### src/rtl/dev_dip_if.sv
// dev_dip_if: change-event channel between the debounced switch reader and
// its consumer (display driver, CPU bus bridge, ...).
//
// Handshake: evt_valid/evt_data/evt_overrun are driven by the producer and
// stay stable while evt_valid is high. A transfer happens on any rising clk
// edge where evt_valid && evt_ack. evt_ack with evt_valid low is ignored. A
// new event arriving while one is still pending replaces evt_data and raises
// evt_overrun.
//
// Signals:
//   evt_valid   producer -> consumer  a change event is pending
//   evt_data    producer -> consumer  switch value at the most recent change
//   evt_overrun producer -> consumer  a pending event was overwritten
//   evt_ack     consumer -> producer  accept the pending event
interface dev_dip_if #(
  parameter int WIDTH = 8
);
  logic             evt_valid;
  logic [WIDTH-1:0] evt_data;
  logic             evt_overrun;
  logic             evt_ack;

  modport master (
    output evt_valid,
    output evt_data,
    output evt_overrun,
    input  evt_ack
  );

  modport slave (
    input  evt_valid,
    input  evt_data,
    input  evt_overrun,
    output evt_ack
  );
endinterface

### src/rtl/dev_dip.sv
// dev_dip: debounced reader for a bank of active-low DIP switches/buttons.
// Raw pins pass a two-flop synchroniser, are sampled on a slow prescaler
// tick and filtered per bit: a bit only changes after STABLE_TICKS
// consecutive samples that differ from the accepted value. Every change is
// announced by a one-cycle sw_changed pulse and a single-entry event on the
// evt channel.
//
// Ports:
//   clk         system clock
//   rst_n       asynchronous active-low reset
//   dip_pins    raw switch pins, asynchronous, low = switch on
//   sw_val      debounced value, 1 = switch on
//   sw_changed  one-cycle pulse in the first cycle sw_val holds a new value
//   evt         change-event channel (master side), see dev_dip_if
module dev_dip #(
  parameter int WIDTH        = 8,
  parameter int TICK_DIV     = 12000,
  parameter int STABLE_TICKS = 4
) (
  input  logic             clk,
  input  logic             rst_n,
  input  logic [WIDTH-1:0] dip_pins,
  output logic [WIDTH-1:0] sw_val,
  output logic             sw_changed,
  dev_dip_if.master        evt
);

  localparam int PW = (TICK_DIV > 1) ? $clog2(TICK_DIV) : 1;
  localparam int CW = ($clog2(STABLE_TICKS + 1) > 0) ? $clog2(STABLE_TICKS + 1) : 1;
  localparam logic [PW-1:0] P_LAST = PW'(TICK_DIV - 1);
  localparam logic [CW-1:0] C_LAST = CW'(STABLE_TICKS - 1);

  // Synchroniser resets to all-ones so switches read "off" until the pins
  // have actually been sampled.
  logic [WIDTH-1:0] r_sync1;
  logic [WIDTH-1:0] r_sync2;

  logic [PW-1:0]    r_presc;
  logic             w_tick;

  logic [CW-1:0]    r_cnt      [WIDTH];
  logic [CW-1:0]    w_cnt_next [WIDTH];
  logic [WIDTH-1:0] r_sw_val;
  logic [WIDTH-1:0] w_sw_next;
  logic [WIDTH-1:0] w_d;
  logic             w_update;

  logic             r_sw_changed;
  logic             r_evt_valid;
  logic [WIDTH-1:0] r_evt_data;
  logic             r_evt_overrun;

  // ---------------------------------------------------------------- sync
  always_ff @(posedge clk or negedge rst_n) begin
    if (!rst_n) begin
      r_sync1 <= '1;
      r_sync2 <= '1;
    end else begin
      r_sync1 <= dip_pins;
      r_sync2 <= r_sync1;
    end
  end

  // ----------------------------------------------------------- prescaler
  assign w_tick = (r_presc == P_LAST);

  always_ff @(posedge clk or negedge rst_n) begin
    if (!rst_n) begin
      r_presc <= '0;
    end else if (w_tick) begin
      r_presc <= '0;
    end else begin
      r_presc <= r_presc + 1'b1;
    end
  end

  // -------------------------------------------------------------- filter
  // Pins are active-low; invert once so the filter works in "1 = on".
  assign w_d = ~r_sync2;

  always_comb begin
    w_sw_next = r_sw_val;
    for (int i = 0; i < WIDTH; i++) begin
      w_cnt_next[i] = r_cnt[i];
    end
    if (w_tick) begin
      for (int i = 0; i < WIDTH; i++) begin
        if (w_d[i] != r_sw_val[i]) begin
          if (r_cnt[i] == C_LAST) begin
            w_sw_next[i]  = w_d[i];
            w_cnt_next[i] = '0;
          end else begin
            w_cnt_next[i] = r_cnt[i] + 1'b1;
          end
        end else begin
          // A sample agreeing with the accepted value throws away progress.
          w_cnt_next[i] = '0;
        end
      end
    end
  end

  // Any bit flipping on this edge makes it an update edge; several bits
  // flipping together still count as one update.
  assign w_update = (w_sw_next != r_sw_val);

  always_ff @(posedge clk or negedge rst_n) begin
    if (!rst_n) begin
      r_sw_val     <= '0;
      r_sw_changed <= 1'b0;
      for (int i = 0; i < WIDTH; i++) begin
        r_cnt[i] <= '0;
      end
    end else begin
      r_sw_val     <= w_sw_next;
      r_sw_changed <= w_update;
      for (int i = 0; i < WIDTH; i++) begin
        r_cnt[i] <= w_cnt_next[i];
      end
    end
  end

  // ------------------------------------------------------- event channel
  // Newest value always wins: an update overwrites evt_data even if the
  // previous event was never acknowledged, and flags that loss as overrun
  // unless the old event is being acked on the very same edge.
  always_ff @(posedge clk or negedge rst_n) begin
    if (!rst_n) begin
      r_evt_valid   <= 1'b0;
      r_evt_data    <= '0;
      r_evt_overrun <= 1'b0;
    end else if (w_update) begin
      r_evt_data  <= w_sw_next;
      r_evt_valid <= 1'b1;
      if (!r_evt_valid || evt.evt_ack) begin
        r_evt_overrun <= 1'b0;
      end else begin
        r_evt_overrun <= 1'b1;
      end
    end else if (r_evt_valid && evt.evt_ack) begin
      r_evt_valid   <= 1'b0;
      r_evt_overrun <= 1'b0;
    end
  end

  // ------------------------------------------------------------- outputs
  assign sw_val          = r_sw_val;
  assign sw_changed      = r_sw_changed;
  assign evt.evt_valid   = r_evt_valid;
  assign evt.evt_data    = r_evt_data;
  assign evt.evt_overrun = r_evt_overrun;

endmodule

### src/flat_wrapper.sv
// flat-port wrapper written by rule: the top's interface ports become plain ports
module dev_dip_flat 
#(
  parameter int WIDTH        = 8,
  parameter int TICK_DIV     = 12000,
  parameter int STABLE_TICKS = 4
)
  (clk, rst_n, dip_pins, sw_val, sw_changed, evt_evt_valid, evt_evt_data, evt_evt_overrun, evt_evt_ack);
  dev_dip_if #(.WIDTH(WIDTH)) evt_i ();
  input  logic clk;
  input  logic rst_n;
  input  logic [WIDTH-1:0] dip_pins;
  output logic [WIDTH-1:0] sw_val;
  output logic sw_changed;
  output wire logic [$bits(evt_i.evt_valid)-1:0] evt_evt_valid;
  output wire logic [$bits(evt_i.evt_data)-1:0] evt_evt_data;
  output wire logic [$bits(evt_i.evt_overrun)-1:0] evt_evt_overrun;
  input wire logic [$bits(evt_i.evt_ack)-1:0] evt_evt_ack;
  assign evt_evt_valid = evt_i.evt_valid;
  assign evt_evt_data = evt_i.evt_data;
  assign evt_evt_overrun = evt_i.evt_overrun;
  assign evt_i.evt_ack = evt_evt_ack;
  dev_dip #(.WIDTH(WIDTH), .TICK_DIV(TICK_DIV), .STABLE_TICKS(STABLE_TICKS)) u_core (.clk(clk), .rst_n(rst_n), .dip_pins(dip_pins), .sw_val(sw_val), .sw_changed(sw_changed), .evt(evt_i));
endmodule
### config.mk
export PLATFORM = sky130hd
export DESIGN_NAME = dev_dip_flat
export DESIGN_NICKNAME = d
export VERILOG_FILES = /design/src/rtl/dev_dip_if.sv /design/src/rtl/dev_dip.sv /design/src/flat_wrapper.sv
export SDC_FILE = /design/constraint.sdc
export NUM_CORES = 1
export LEC_CHECK = 0
export CAP_MARGIN = 20
export CORE_UTILIZATION = 45
export DETAILED_ROUTE_END_ITERATION = 8
export PLACE_DENSITY = 0.71
export SLEW_MARGIN = 20
export SYNTH_ARGS = -nofsm -noshare
export SYNTH_HDL_FRONTEND = slang
export SYNTH_SLANG_ARGS = --single-unit
### constraint.sdc
create_clock -name clk -period 5.25 [get_ports clk]
set_input_delay 0.7875 -clock clk [delete_from_list [all_inputs] [get_ports clk]]
set_output_delay 0.7875 -clock clk [all_outputs]
set_load 0.005 [all_outputs]
==> out/results.tsv, run 1 <==
metric	value	unit
outcome	complete, but fails checks	
violated checks	DRC	
clock transition at the register clock pins on the worst setup and hold paths after CTS	80	ps
leading post-synthesis cells by cell area	sky130_fd_sc_hd__dfrtp_1 (47%), sky130_fd_sc_hd__dfstp_2 (14%), sky130_fd_sc_hd__mux2_4 (3.9%)	
die area	7134	um^2
largest buffer count on any clock path	2	
peak-usage layer in the global routing report	met2	
Pwr per Cell Area	295.6	nW/um^2
initial antenna violation count	0	
Worst path max stage delay	860	ps
xor-xnor portion of the synthesized cell area	0.04865	
routability congestion estimate	0.7891	
endpoint of the worst-slack reg-to-reg timing path	u_core.evt.evt_data[4]	
GR Util met2	0.2407	
net count after synthesis	275	
CP cell instances	ha_1 > nand4_1 > and4bb_2 > o41a_1 > mux2_4	
register-to-register setup slack	2410	ps
via count of the first global-routing pass	1939	
simple logic cell fraction of the synthesized area	0.1558	
R2R depth	5	
final period utilization	0.5416	
CP Launch Type	flop	
port buffer count	29	
predominant post-synthesis flop cell	sky130_fd_sc_hd__dfrtp_1	
number of cells in the finished layout apart from fillers	370	
combinational family with the most area after synthesis	simple AND/OR/NAND/NOR gates	
number of clock buffers inserted by TritonCTS	9	
most numerous cell types in the synthesized netlist	sky130_fd_sc_hd__dfrtp_1 (57), sky130_fd_sc_hd__nand2_1 (18), sky130_fd_sc_hd__dfstp_2 (16)	
leakage	1.718	nW
async set or reset register ratio after synthesis	1.000	
drt via density	5.292	
area share of the largest cell type after synthesis	0.4661	
setup total negative slack	0	ps
last element of the critical path	u_core.evt.evt_data[4]	
detail-routed net length per standard cell	13.91	um
post-route design area	3636	um^2
cell with the most instances after synthesis	sky130_fd_sc_hd__dfrtp_1	
area of the placeable core	6459	um^2
Critical Path End Type	flop	
met3 layer usage reported by global route	0.03343	
number of remaining DRC errors	1	
Antenna Violating Nets Remaining	0	
synthesized instance count	255	
number of violations of the max-capacitance limit	0	
DR iter-0 viols	106	
final count of hold timing violations	0	
fraction of the yosys area taken by sequential cells	0.6034	
met1 layer usage reported by global route	0.2291	
post-synth design cell area	3060	um^2
CTS root buf	sky130_fd_sc_hd__clkbuf_8	
final layout net count	308	
final slew viol count	0	
DR vias	1958	
minimum clock period after layout	2843	ps
maximum level of the CTS H-tree	3	
relative max-transition margin	0.4169	
Rows	29	
maximum achievable frequency	0.3517	GHz
detailed-router iteration count before antenna repair	9	
combined global-route utilization of all metal layers	0.1625	
die height	84.47	um
multiplexer area fraction after synthesis	0.03925	
syn_area_per_cell	12.00	um^2
largest net degree at the start of global routing	74	
cell taking the most area after synthesis	sky130_fd_sc_hd__dfrtp_1	
clock insertion delay at the later pin of the skew report	340	ps
Cells after DPL	354	
Critical Path RT	5470	ps
fraction of final layout cells with drive strength greater than 1	0.1672	
Post-CTS Resized	0	
Max Clock Skew	10.12	ps
launching point of the worst reg2reg path	u_core.r_presc[0]	
number of instances on the worst hold path	0	
Setup CP Type	flop to flop	
Hold Crit Class	flop to flop	
Max stage delay cell, worst path	sky130_fd_sc_hd__and4bb_2	
total number of yosys warnings	0	
clock tree from TritonCTS	yes	
total placed instance area	3412	um^2
count of hold-fix buffers inserted at cts	0	
# clock sinks	73	
Die Width	84.47	um
post-detail-place hpwl	3273	um
I/O pin total	30	
number of enable flip-flop cells after synthesis	0	
worst setup path startpoint	u_core.r_presc[0]	
synthesized-area fraction occupied by ao, oa, aoi and oai cells	0.09403	
arrival time at the worst endpoint	3060	ps
Setup Viol. Count Final	0	
maximum vdd drop	313.9	uV
total detailed-routing wirelength	5146	um
effective utilization at floorplan	0.4738	
Tightest Pin Transition	874.6	ps
setup repair after global routing missed its margin	false	
Post-Synth Adder-Cell Area	0.03679	
setup bufs post-CTS	0	
total global routing overflow	0	
count of different cell masters after synthesis	34	
relative area change from synthesis to final layout	18.81	%
Inserted Diodes	0	
post-synthesis register bit count	73	
global-route wire length before repair	8997	um
crit path max fanout	40	
[routing by layer]
layer | part of all wire | wire length [um]
met1 | 0.49 | 2518
met2 | 0.44 | 2262
met3 | 0.048 | 245
met4 | 0.023 | 119
met5 | 0 | 0
[cell families (layout without fill, tap and decap cells)]
kind of cell / after synthesis / count (layout)
muxes: 8 / 8
xor gates and xnor gates: 17 / 17
adders and majority gates: 9 / 9
AOI/OAI and AO/OA: 46 / 46
and+or+nand+nor: 86 / 86
buffers and inverters: 16 / 54
DFF: 73 / 73
[stage by stage]
stage               setup WS, ps  hold WS (ps)  utilization  total power, mW
global route                2237         353.2       0.5630            1.117
CTS                         2401         351.6       0.5622            1.090
floorplan                   3009         345.2            -           0.5904
finish                      2407         352.5       0.5630            1.075
global placement            2495         346.1       0.5283           0.6104
detailed placement          2428         346.9       0.5283           0.6110
[how the worst min path moves through the flow]
stage | start | slack [ps] | to
after floorplan | u_core.r_sync1[0] | 350 | u_core.r_sync2[0]
after global placement | u_core.r_sync1[5] | 350 | u_core.r_sync2[5]
after detailed placement | u_core.r_sync1[2] | 350 | u_core.r_sync2[2]
after CTS | u_core.r_sync1[0] | 350 | u_core.r_sync2[0]
after global routing | u_core.r_sync1[7] | 350 | u_core.r_sync2[7]
final | u_core.r_sync1[0] | 350 | u_core.r_sync2[0]
[cells in the final DEF (no fill, tap or decap), types with 3 or more instances in the layout]
master,Yosys,routed
sky130_fd_sc_hd__mux2_4,8,8
sky130_fd_sc_hd__ha_1,9,9
sky130_fd_sc_hd__inv_1,8,8
sky130_fd_sc_hd__a31oi_1,8,8
sky130_fd_sc_hd__or3_1,3,3
sky130_fd_sc_hd__nand3_1,9,8
sky130_fd_sc_hd__dfrtp_1,57,57
sky130_fd_sc_hd__xor2_1,12,12
sky130_fd_sc_hd__clkbuf_8,0,9
sky130_fd_sc_hd__dfstp_2,16,16
sky130_fd_sc_hd__o21ai_0,11,11
sky130_fd_sc_hd__nand2_1,18,18
sky130_fd_sc_hd__nor2b_1,8,8
sky130_fd_sc_hd__a21oi_1,11,11
sky130_fd_sc_hd__xnor2_1,5,5
sky130_fd_sc_hd__o31ai_1,4,4
sky130_fd_sc_hd__clkdlybuf4s50_1,0,28
sky130_fd_sc_hd__nor3b_1,6,6
sky130_fd_sc_hd__nor2_1,13,13
sky130_fd_sc_hd__nand4_1,3,3
sky130_fd_sc_hd__and2_1,8,8
sky130_fd_sc_hd__nor4_1,10,10
sky130_fd_sc_hd__a21o_1,8,8
[critical path: cells and delay by family, from the launching register on]
kind	cells	cell delay, ps
muxes	1	350
DFF	1	390
AOI/OAI and AO/OA	1	740
and+or+nand+nor	2	1000
adders and majority gates	1	220
[state kept, by name (all words and copies together), names as in the netlist]
register	count
u_core.r_cnt	24
u_core.r_sync2	8
u_core.r_sync1	8
u_core.evt.evt_overrun	1
u_core.r_presc	14
u_core.evt.evt_data	8
u_core.sw_val	8
u_core.sw_changed	1
u_core.evt.evt_valid	1
[cell type report]
class	instances	area, um^2
fill	529	2823
sequential	73	1847
multi-input combinational	166	1151
timing repair buffer	30	292.8
clock buffer	9	123.9
tap	77	96.34
clock inverter	7	95.09
inverter	8	30.03
[power by group]
| group | switching, mW | internal [mW] | total, mW | leakage [nW] |
|---|---|---|---|---|
| clock | 0.208 | 0.267 | 0.475 | 0.109 |
| combinational | 0.0149 | 0.00814 | 0.0230 | 0.659 |
| sequential | 0.00303 | 0.573 | 0.576 | 0.951 |
| total | 0.226 | 0.849 | 1.07 | 1.72 |
(Power assumes the default switching activity.)
==> inputs of run 2 (changes only) <==
==> constraint.sdc (replaced) <==
create_clock -name clk -period 2.7 [get_ports clk]
set_input_delay 0.405 -clock clk [delete_from_list [all_inputs] [get_ports clk]]
set_output_delay 0.405 -clock clk [all_outputs]
set_load 0.005 [all_outputs]
==> out/results.tsv, run 2 (synthesis results as in run 1) <==
metric	value	unit
number of clock buffers inserted by TritonCTS	9	
Critical Path End Type	flop	
port buffer count	29	
Antenna Violating Nets Remaining	0	
CP cell instances	xor2_1 > nor3b_1 > or4_4 > o41a_1 > mux2_4	
area of the placeable core	6459	um^2
largest buffer count on any clock path	2	
final count of hold timing violations	0	
largest net degree at the start of global routing	74	
DR iter-0 viols	161	
routability congestion estimate	0.7467	
relative max-transition margin	0.5444	
drt via density	5.339	
minimum clock period after layout	2520	ps
via count of the first global-routing pass	2012	
die area	7134	um^2
Setup CP Type	flop to flop	
outcome	complete, but fails checks	
I/O pin total	30	
launching point of the worst reg2reg path	u_core.r_sync2[1]	
total global routing overflow	0	
# clock sinks	73	
Max stage delay cell, worst path	sky130_fd_sc_hd__o41a_1	
leakage	1.709	nW
register containing the most flip-flops in the final layout	u_core.r_cnt	
post-detail-place hpwl	3576	um
detailed-router iteration count before antenna repair	6	
endpoint of the worst-slack reg-to-reg timing path	u_core.evt.evt_data[0]	
share of the core filled with cells in the final layout	0.5579	
Hold Crit Class	input port to async pin	
global-route wire length before repair	9618	um
clock transition at the register clock pins on the worst setup and hold paths after CTS	70	ps
Die Width	84.47	um
Setup Viol. Count Final	0	
clock insertion delay at the later pin of the skew report	350	ps
clock tree from TritonCTS	yes	
DR vias	1986	
worst hold slack after final layout	66.95	ps
initial antenna violation count	0	
maximum achievable frequency	0.3969	GHz
CP Launch Type	flop	
cell family contributing the most delay on the critical path	simple AND/OR/NAND/NOR gates	
final slew viol count	0	
Post-CTS Resized	0	
combined global-route utilization of all metal layers	0.1767	
register-to-register setup slack	180	ps
detail-routed net length per standard cell	14.55	um
violated checks	DRC	
Rows	29	
CTS root buf	sky130_fd_sc_hd__clkbuf_8	
maximum vdd drop	378.0	uV
Inserted Diodes	0	
Pwr per Cell Area	523.7	nW/um^2
CP Buf/Inv Count	0	
R2R depth	5	
crit path max fanout	10	
relative area change from synthesis to final layout	17.74	%
max reg flops	24	
count of hold-fix buffers inserted at cts	0	
effective utilization at floorplan	0.4738	
Critical Path RT	2930	ps
Worst path max stage delay	580	ps
fraction of final layout cells with drive strength greater than 1	0.1661	
most used cells in the layout excluding fill and tap cells	sky130_fd_sc_hd__dfrtp_1 (57), sky130_fd_sc_hd__clkdlybuf4s50_1 (28), sky130_fd_sc_hd__nand2_1 (18), sky130_fd_sc_hd__dfstp_2 (16), sky130_fd_sc_hd__nor2_1 (13)	
setup total negative slack	0	ps
largest registers	u_core.r_cnt x24, u_core.r_presc x14	
Tightest Pin Transition	683.4	ps
total detailed-routing wirelength	5413	um
arrival time at the worst endpoint	2750	ps
final layout net count	310	
final period utilization	0.9332	
die height	84.47	um
number of violations of the max-capacitance limit	0	
setup bufs post-CTS	0	
Final Total Pwr	1.887	mW
leading cell type in the layout, fill and taps excluded	sky130_fd_sc_hd__dfrtp_1	
number of remaining DRC errors	2	
setup repair after global routing missed its margin	false	
maximum level of the CTS H-tree	3	
Max Clock Skew	14.79	ps
run 2: per-stage QoR:
| step | cells | cell area [um^2] | worst slack, ps |
|---|---|---|---|
| 2_1_floorplan | 255 | 3060 | 459.5 |
| 3_3_place_gp | 356 | 3440 | 222.8 |
| 3_5_place_dp | 356 | 3440 | 192.7 |
| 4_1_cts | 372 | 3603 | 175.2 |
| 5_1_grt | 372 | 3603 | 116.9 |
| 6_report | 372 | 3603 | 180.3 |
run 2: cell type report:
class	instances	area, um^2
sequential	73	1847
tap	77	96.34
inverter	8	30.03
fill	557	2855
timing repair buffer	32	320.3
multi-input combinational	166	1146
clock inverter	6	36.28
clock buffer	10	127.6
run 2: how the worst max path moves through the flow:
stage,startpoint,to,slack (ps),cells after the start
2_1_floorplan,u_core.r_sync2[1],u_core.evt.evt_data[0],460,6
3_3_place_gp,u_core.r_sync2[1],u_core.evt.evt_data[3],220,5
3_5_place_dp,u_core.r_sync2[1],u_core.evt.evt_data[0],190,5
4_1_cts,u_core.r_sync2[1],u_core.evt.evt_data[0],180,5
5_1_grt,u_core.r_sync2[1],u_core.evt.evt_data[1],120,5
6_report,u_core.r_sync2[1],u_core.evt.evt_data[0],180,5
run 2: power breakdown:
| part | total, mW | internal, mW | switching [mW] |
|---|---|---|---|
| Sequential | 1.12 | 1.11 | 0.00597 |
| Clock | 0.719 | 0.328 | 0.391 |
| Combinational | 0.0471 | 0.0180 | 0.0292 |
run 2: layer usage:
metal  track usage  vias to the layer above  part of all wire
li1              -                      966                 -
met1        0.2412                      970              0.48
met2        0.2653                       43              0.46
met3       0.05998                        7             0.043
met4       0.06317                        0             0.011
met5             0                        -                 0
==> inputs of run 3 (changes only) <==
--- a/config.mk
+++ b/config.mk
@@ -5,7 +5,9 @@
 export SDC_FILE = /design/constraint.sdc
 export NUM_CORES = 1
 export LEC_CHECK = 0
+export ABC_AREA = 0
 export CAP_MARGIN = 20
+export CORE_MARGIN = 2
 export CORE_UTILIZATION = 45
 export DETAILED_ROUTE_END_ITERATION = 8
 export PLACE_DENSITY = 0.71
==> constraint.sdc (replaced) <==
create_clock -name clk -period 3.2 [get_ports clk]
set_input_delay 0.48 -clock clk [delete_from_list [all_inputs] [get_ports clk]]
set_output_delay 0.48 -clock clk [all_outputs]
set_load 0.005 [all_outputs]
==> out/results.tsv, run 3 (synthesis results as in run 1) <==
metric	value	unit
leading cell type in the layout, fill and taps excluded	sky130_fd_sc_hd__dfrtp_1	
global-route wire length before repair	8838	um
setup repair after global routing missed its margin	false	
post-route design area	3635	um^2
number of remaining DRC errors	0	
Setup CP Type	flop to flop	
die height	86.47	um
Setup Viol. Count Final	0	
setup bufs post-CTS	0	
detail-routed net length per standard cell	13.57	um
clock tree from TritonCTS	yes	
Rows	30	
Cells after DPL	360	
Antenna Violating Nets Remaining	0	
clock transition at the register clock pins on the worst setup and hold paths after CTS	70	ps
final period utilization	0.7947	
Critical Path RT	3420	ps
leakage	1.720	nW
maximum vdd drop	332.0	uV
relative area change from synthesis to final layout	18.77	%
Post-CTS Resized	0	
most used cells in the layout excluding fill and tap cells	sky130_fd_sc_hd__dfrtp_1 (57), sky130_fd_sc_hd__clkdlybuf4s50_1 (28), sky130_fd_sc_hd__nand2_1 (18), sky130_fd_sc_hd__dfstp_2 (16), sky130_fd_sc_hd__nor2_1 (13)	
crit path max fanout	10	
area of the placeable core	6681	um^2
Critical Path End Type	flop	
least setup slack across all paths after layout	657.0	ps
port buffer count	29	
final count of hold timing violations	0	
Tightest Pin Transition	699.4	ps
Inserted Diodes	0	
CP Launch Type	flop	
Max Clock Skew	10.26	ps
Final Total Pwr	1.672	mW
relative max-transition margin	0.5337	
total global routing overflow	0	
I/O pin total	30	
effective utilization at floorplan	0.4581	
detailed-router iteration count before antenna repair	4	
drt via density	5.252	
count of hold-fix buffers inserted at cts	1	
number of clock buffers inserted by TritonCTS	9	
maximum achievable frequency	0.3932	GHz
final slew viol count	0	
largest net degree at the start of global routing	40	
Die Width	86.47	um
final layout net count	312	
die area	7476	um^2
fraction of final layout cells with drive strength greater than 1	0.1549	
via count of the first global-routing pass	1926	
largest registers	u_core.r_cnt x24, u_core.r_presc x14	
Pwr per Cell Area	460.1	nW/um^2
number of violations of the max-capacitance limit	0	
largest buffer count on any clock path	2	
Hold Crit Class	flop to flop	
max reg flops	24	
clock insertion delay at the later pin of the skew report	340	ps
minimum clock period after layout	2543	ps
routability congestion estimate	0.7489	
initial antenna violation count	0	
number of cells in the finished layout apart from fillers	377	
total placed instance area	3438	um^2
total detailed-routing wirelength	5116	um
CTS root buf	sky130_fd_sc_hd__clkbuf_8	
combined global-route utilization of all metal layers	0.1551	
DR vias	1980	
post-detail-place hpwl	3494	um
pre-CTS setup slack	642.2	ps
maximum level of the CTS H-tree	3	
register containing the most flip-flops in the final layout	u_core.r_cnt	
setup total negative slack	0	ps
DR iter-0 viols	93	
outcome	complete, no violations	
# clock sinks	73	
arrival time at the worst endpoint	2760	ps
run 3: cell types whose count changed in the layout (fill, tap and decap cells not counted), sizes merged:
cell,previous run,this run
dlygate4sd3,0,1
buf,4,5
clkinvlp,1,0
bufinv,0,1
clkinv,5,0
clkbuf,10,15
run 3: stage by stage:
stage,hold slack (ps),utilization
2_1_floorplan,184.4,-
3_5_place_dp,346.8,0.5146
5_1_grt,362.1,0.5440
4_1_cts,356.1,0.5440
3_3_place_gp,346.2,0.5146
6_report,355.2,0.5440
run 3: area by class of cell:
cell class	count	area, um^2
fill	576	3047
tap	80	100.1
timing repair buffer	34	325.3
multi-input combinational	166	1146
clock inverter	1	30.03
inverter	8	30.03
sequential	73	1847
clock buffer	15	156.4
run 3: worst paths after layout:
check,from,endpoint,slack (ps),cells past startpoint
max in group asynchronous,rst_n,u_core.r_sync1[3],1930,3
max reg2reg,u_core.r_sync2[1],u_core.evt.evt_data[5],660,5
min reg2reg,u_core.r_sync1[5],u_core.r_sync2[5],360,0
max,u_core.r_sync2[1],u_core.evt.evt_data[5],660,5
min,u_core.r_sync1[5],u_core.r_sync2[5],360,0
min in group asynchronous,rst_n,u_core.sw_val[1],550,2
run 3: worst max-delay path, stage by stage, from the launching register on:
cell and delay, ps:
sky130_fd_sc_hd__dfstp_2 540, sky130_fd_sc_hd__xor2_1 270, sky130_fd_sc_hd__nor3b_1 90, sky130_fd_sc_hd__or4_4 540
sky130_fd_sc_hd__o41a_1 590, sky130_fd_sc_hd__mux2_4 390
run 3: where the power goes:
group          switching (mW)  internal (mW)
logic                  0.0247         0.0150
clock network           0.303          0.384
registers             0.00474          0.941
total                   0.332           1.34
run 3: metal layers:
layer	global-route usage	up-vias	share of wire
li1	-	978	-
met1	0.1994	951	0.47
met2	0.2406	39	0.47
met3	0.05714	12	0.038
met4	0.05966	0	0.020
met5	0	-	0
